--- config.mk ---
export PLATFORM = sky130hd
export DESIGN_NAME = bnn_xnor_loader
export DESIGN_NICKNAME = d
export VERILOG_FILES = /design/src/rtl/bnn_xnor_loader.sv
export SDC_FILE = /design/constraint.sdc
export NUM_CORES = 1
export LEC_CHECK = 0
export ABC_AREA = 0
export CORE_MARGIN = 2
export CORE_UTILIZATION = 28
export CTS_CLUSTER_DIAMETER = 150
export DETAILED_ROUTE_END_ITERATION = 8
export MAX_ROUTING_LAYER = met4
export PLACE_DENSITY_LB_ADDON = 0.1
export SYNTH_ARGS = -nofsm -noshare
export SYNTH_HDL_FRONTEND = slang
export SYNTH_SLANG_ARGS = --single-unit
export TNS_END_PERCENT = 5
--- constraint.sdc ---
create_clock -name clk -period 5.1 [get_ports clk]
set_clock_uncertainty 0.1 [all_clocks]
set_input_delay 1.02 -clock clk [delete_from_list [all_inputs] [get_ports clk]]
set_output_delay 1.02 -clock clk [all_outputs]
set_load 0.02 [all_outputs]
--- src/rtl/bnn_xnor_loader.sv ---
// ============================================================================
// Module  : bnn_xnor_loader
// Brief   : Byte loader for binarized activation/weight vectors with XNOR-popcount neuron
// Rev     : 1.0
// ============================================================================
`default_nettype none

module bnn_xnor_loader #(
  parameter int N_BYTES = 4,
  parameter int THRESH  = 4 * N_BYTES
) (
  input  logic                             clk,
  input  logic                             rst,
  input  logic [7:0]                       in_data,
  input  logic                             in_valid,
  input  logic                             in_sel,
  output logic                             in_ready,
  input  logic                             start,
  output logic                             busy,
  output logic                             done,
  output logic [$clog2(8*N_BYTES+1)-1:0]   popcount,
  output logic                             act_out,
  output logic                             err
);

  localparam int          c_pw       = $clog2(8 * N_BYTES + 1);
  localparam int          c_iw       = (N_BYTES > 1) ? $clog2(N_BYTES) : 1;
  localparam logic [c_iw-1:0] c_last_idx = c_iw'(N_BYTES - 1);
  localparam logic [31:0] c_thresh   = 32'(THRESH);

  typedef enum logic [1:0] {
    S_IDLE    = 2'd0,
    S_COMPUTE = 2'd1,
    S_DONE    = 2'd2
  } state_t;

  state_t          r_state;
  logic [7:0]      r_act [N_BYTES];
  logic [7:0]      r_wgt [N_BYTES];
  logic [c_iw-1:0] r_act_idx;
  logic [c_iw-1:0] r_wgt_idx;
  logic            r_act_full;
  logic            r_wgt_full;
  logic [c_iw-1:0] r_k;
  logic [c_pw-1:0] r_acc;

  logic [7:0]      w_xnor;
  logic [3:0]      w_bits;
  logic [c_pw-1:0] w_acc_next;
  logic            w_start_ok;

  always_comb begin
    w_xnor = ~(r_act[r_k] ^ r_wgt[r_k]);
    w_bits = '0;
    for (int i = 0; i < 8; i++) begin
      w_bits = w_bits + {3'b000, w_xnor[i]};
    end
    w_acc_next = r_acc + c_pw'(w_bits);
    // Only flags registered before this edge qualify; a same-cycle write does not.
    w_start_ok = r_act_full && r_wgt_full;
  end

  always_ff @(posedge clk) begin
    if (rst) begin
      r_state    <= S_IDLE;
      in_ready   <= 1'b1;
      busy       <= 1'b0;
      done       <= 1'b0;
      err        <= 1'b0;
      popcount   <= '0;
      act_out    <= 1'b0;
      r_act_idx  <= '0;
      r_wgt_idx  <= '0;
      r_act_full <= 1'b0;
      r_wgt_full <= 1'b0;
      r_k        <= '0;
      r_acc      <= '0;
    end else begin
      done <= 1'b0;
      err  <= 1'b0;
      case (r_state)
        S_IDLE: begin
          if (in_valid) begin
            if (in_sel) begin
              r_wgt[r_wgt_idx] <= in_data;
              if (r_wgt_idx == c_last_idx) begin
                r_wgt_idx  <= '0;
                r_wgt_full <= 1'b1;
              end else begin
                r_wgt_idx <= r_wgt_idx + c_iw'(1);
              end
            end else begin
              r_act[r_act_idx] <= in_data;
              if (r_act_idx == c_last_idx) begin
                r_act_idx  <= '0;
                r_act_full <= 1'b1;
              end else begin
                r_act_idx <= r_act_idx + c_iw'(1);
              end
            end
          end
          if (start) begin
            if (w_start_ok) begin
              r_state  <= S_COMPUTE;
              busy     <= 1'b1;
              in_ready <= 1'b0;
              r_acc    <= '0;
              r_k      <= '0;
            end else begin
              err <= 1'b1;
            end
          end
        end
        S_COMPUTE: begin
          r_acc <= w_acc_next;
          if (r_k == c_last_idx) begin
            r_state <= S_DONE;
            busy    <= 1'b0;
          end else begin
            r_k <= r_k + c_iw'(1);
          end
        end
        S_DONE: begin
          done       <= 1'b1;
          popcount   <= r_acc;
          act_out    <= (32'(r_acc) >= c_thresh);
          r_act_idx  <= '0;
          r_wgt_idx  <= '0;
          r_act_full <= 1'b0;
          r_wgt_full <= 1'b0;
          r_state    <= S_IDLE;
          in_ready   <= 1'b1;
        end
        default: begin
          r_state  <= S_IDLE;
          in_ready <= 1'b1;
          busy     <= 1'b0;
        end
      endcase
    end
  end

endmodule

`default_nettype wire

==> results.md <==
- Post-CTS Setup Bufs: 0
- Synth async-reset ratio: 0
- CP cell instances: xnor2_1 -> mux4_2 -> fa_1 -> inv_1 -> fa_1 -> inv_1 -> fa_1 -> fa_1 -> inv_1 -> fa_1 -> nor2b_1 -> o21a_1 -> o21ai_0 -> mux2i_1
- Via/cell ratio: between 4 and 5
- Global Route Usage Sum: 0.120
- Total congestion overflow: 0
- Worst-skew pair later-pin latency: 350 ps
- Post-CTS Hold Buffers: 0
- Post-Synthesis Cells: 285
- Fin. Hold Viols: 0
- Switching part of the total: 0.211
- Std-Cell Rows: 43
- CTS buffer count: 9
- Top Family by Delay on Critical Path: adder cells
- Slowest stage delay, CP: 530 ps
- Crit path DAT: 4400 ps
- Io pins: 24
- H-tree levels: 3
- Reg-to-Reg Start: r_act[0][0]
- Routability congestion estimate: just over 0.7
- Post-route ant nets: 0
- Detailed-router iteration count before antenna repair: 4
- Worst slew pin tran: 728 ps
- Post-CTS sizing: 0
- Die width: around 120 um
- CTS tree: done
- Die Y: 124 um
- Setup ws final: 883 ps
- Max cap viols: 0
- Synth warnings: 0
- Detailed Route Iter0 Violations: just under 100
- Deepest clock path buffer count: 2
- # DRC: 0
- Largest net degree at the start of global routing: 29
- CP dominant cell by count: fa_1
- Mean Syn Cell Area: between 10 and 15 sq um
- Fin Setup TNS: 0 ps
- Kind of critical path: reg2reg
- Die area: 15,300 sq um
- Diodes inserted: 0
- Critical Path Start: r_act[0][0]
- Clock Tree Root: clkbuf_16
- Final number of max-transition violations: 0
- Fraction of power consumed by sequential logic: 0.503
- Slew HR: 0.514
- Pleak: 1.62 nW
- Peak VDD IR: 0.000152 V
- Crit end category: flop
- Clock sink count: 93
- Total Power: 0.00163 W
- Prevailing post-synth register cell: edfxtp_1
- Status: finished clean
- Pwr dens: approximately 340 nW/um^2
- Area of the core: 13,900 sq um
- Worst path bufs/invs: 3
- Post-DP HPWL: 5.31 mm
- Post-Place Setup Slack: 857 ps
- NumNets Final: 345
- Post-synthesis sequential area ratio: 0.625
- Reg2Reg Setup Slack: 880 ps
- Critical Path Fanout Max: 3
- Area grow syn2layout: 18.1%
- RSZ-0062 raised after global routing: no
- Critical Path Start Type: flop
- Hold Crit Class: reg2reg
- Avg WL per Cell: 16.0 um
- Final min period: 4220 ps
- Power share of the combinational group: 0.057
- Slowest-stage cell, CP: fa_1
- Total number of vias: 2,192
- Antenna violations before repair: 0
- Yosys cell types: 44
- Worst Reg-to-Reg Cells: 14
- Critical path data required time: roughly 5300 ps
- Worst Setup EP: r_acc[4]
- Final period util: 0.827
- R2R Path End: r_acc[4]
- Clock Pin Slew Worst Setup and Hold Paths: 70 ps
- Initial core utilization: 0.287
- Aggregate routed wire length: ~8 mm
- Cell internal pwr: between 0.001 and 0.0015 W
- Clk pwr share: 0.440
- # setup viols final: 0
- FILL cells: 1,369
- Critical path depth: 14
- Number of global-route vias before repair: 2,255
- Net Sw Power: 0.000344 W
- Max Clk Rate: 0.237 GHz
- Global-route wire length before repair: 12.7 mm
- Number of flops mapped to enable cells by yosys: 64
- Net count after synthesis: 318
- Port Buffers: 23
- Layout cell share with drive strength beyond 1: 0.104
- Mapped cell area: ~4000 sq um
- FF+latch count, synth: 93
[cell type report]
type	instances	area [sq um]	share of cell area
clock inverters	6	87.6	0.0185
clock buffers	9	225	0.0476
flip-flops and latches	93	2500	0.529
well taps	180	225	0.0476
multi-input cells	170	1390	0.295
repair buffers	25	245	0.0519
inverters	13	48.8	0.0103
[power groups by stage]
| stage | Sequential, W | Clock, W | Combinational, W |
|---|---|---|---|
| after CTS | 0.000820 | 0.000737 | 0.0000958 |
| after floorplan | 0.000837 | 0 | 0.0000554 |
| after global placement | 0.000836 | 0 | 0.0000928 |
| after global routing | 0.000820 | 0.000765 | 0.000107 |
| final | 0.000820 | 0.000716 | 0.0000928 |
| after detailed placement | 0.000836 | 0 | 0.0000944 |
[Yosys cell counts (all sizes together) (2+ instances only)]
| cell | instances | area, sq um |
|---|---|---|
| edfxtp | 64 | 1920 |
| dfxtp | 29 | 581 |
| xnor2 | 24 | 210 |
| nand2 | 21 | 78.8 |
| a21oi | 17 | 85.1 |
| nor2 | 17 | 71.3 |
| ha | 15 | 188 |
| inv | 12 | 45.0 |
| and2 | 8 | 50.1 |
| mux4 | 8 | 180 |
| nor3 | 8 | 40.0 |
| xor2 | 8 | 70.1 |
| nand2b | 7 | 51.3 |
| buf | 5 | 42.5 |
| fa | 5 | 100 |
| clkbuf | 4 | 15.0 |
| o21ai | 4 | 20.0 |
| a22oi | 3 | 22.5 |
| a211oi | 2 | 20.0 |
| a31oi | 2 | 12.5 |
| mux2 | 2 | 22.5 |
| mux2i | 2 | 20.0 |
| nand3b | 2 | 27.5 |
| nor2b | 2 | 12.5 |
| nor3b | 2 | 20.0 |
| nor4 | 2 | 18.8 |
[worst register-to-register path, stage by stage, from the launching register on]
cell and delay, ps:
edfxtp_1 380, xnor2_1 150, mux4_2 470, fa_1 510
inv_1 50, fa_1 530, inv_1 60, fa_1 500
fa_1 490, inv_1 100, fa_1 200, nor2b_1 70
o21a_1 160, o21ai_0 200, mux2i_1 200
[cells by family (layout without fill, tap and decap cells)]
group,Yosys count,count (layout),share of synthesized area
flops,93,93,0.625
simple gates,73,73,0.100
compound gates,33,33,0.0500
xor+xnor,32,32,0.0700
buf+inv,22,53,0.0266
fa+ha+maj,20,20,0.0719
mux,12,12,0.0557
[layout by cell type, fill, tap and decap left out, types with 2 or more instances in the layout]
master	instances
fa_1	5
a31oi_1	2
edfxtp_1	64
clkbuf_16	9
ha_1	15
nor3_1	8
xor2_1	8
nand2b_1	6
buf_4	2
mux2i_1	2
mux4_2	8
a21oi_1	17
mux2_2	2
and2_1	8
xnor2_1	24
bufinv_16	2
o21ai_0	4
nor2_1	16
nor2b_1	2
inv_1	12
nand2_1	21
a22oi_1	3
dfxtp_1	29
clkdlybuf4s50_1	23
[stage by stage]
step                      instance area, sq um  instances  utilization  hold slack (ps)
after floorplan                           4000        285            -              349
after CTS                                 4730        496        0.339              360
after global routing                      4730        496        0.339              377
final                                     4730        496        0.339              356
after detailed placement                  4410        481        0.317              351
after global placement                    4410        481        0.317              345
[routing by layer]
metal | track usage | up-vias | part of all wire
li1 | - | 1074 | -
met1 | 0.155 | 1076 | 0.48
met2 | 0.179 | 29 | 0.46
met3 | 0.0258 | 13 | 0.030
met4 | 0.0618 | 0 | 0.024
met5 | - | - | 0
[state kept, by name, summed over array words and instances (netlist names), 2 cells and up, named ones only]
register / cells
r_k: 2
r_act_idx: 2
r_state: 2
r_acc: 6
r_act: 32
r_wgt: 32
popcount: 6
r_wgt_idx: 2
[how the worst min path moves through the flow]
stage,to,cells after the start,slack [ps],start
2_1_floorplan,popcount[2],2,350,r_acc[2]
3_3_place_gp,popcount[0],2,340,popcount[0]
3_5_place_dp,popcount[5],2,350,popcount[5]
4_1_cts,popcount[5],2,360,popcount[5]
5_1_grt,popcount[3],2,380,popcount[3]
6_report,popcount[0],2,360,popcount[0]
(Power assumes the default switching activity.)
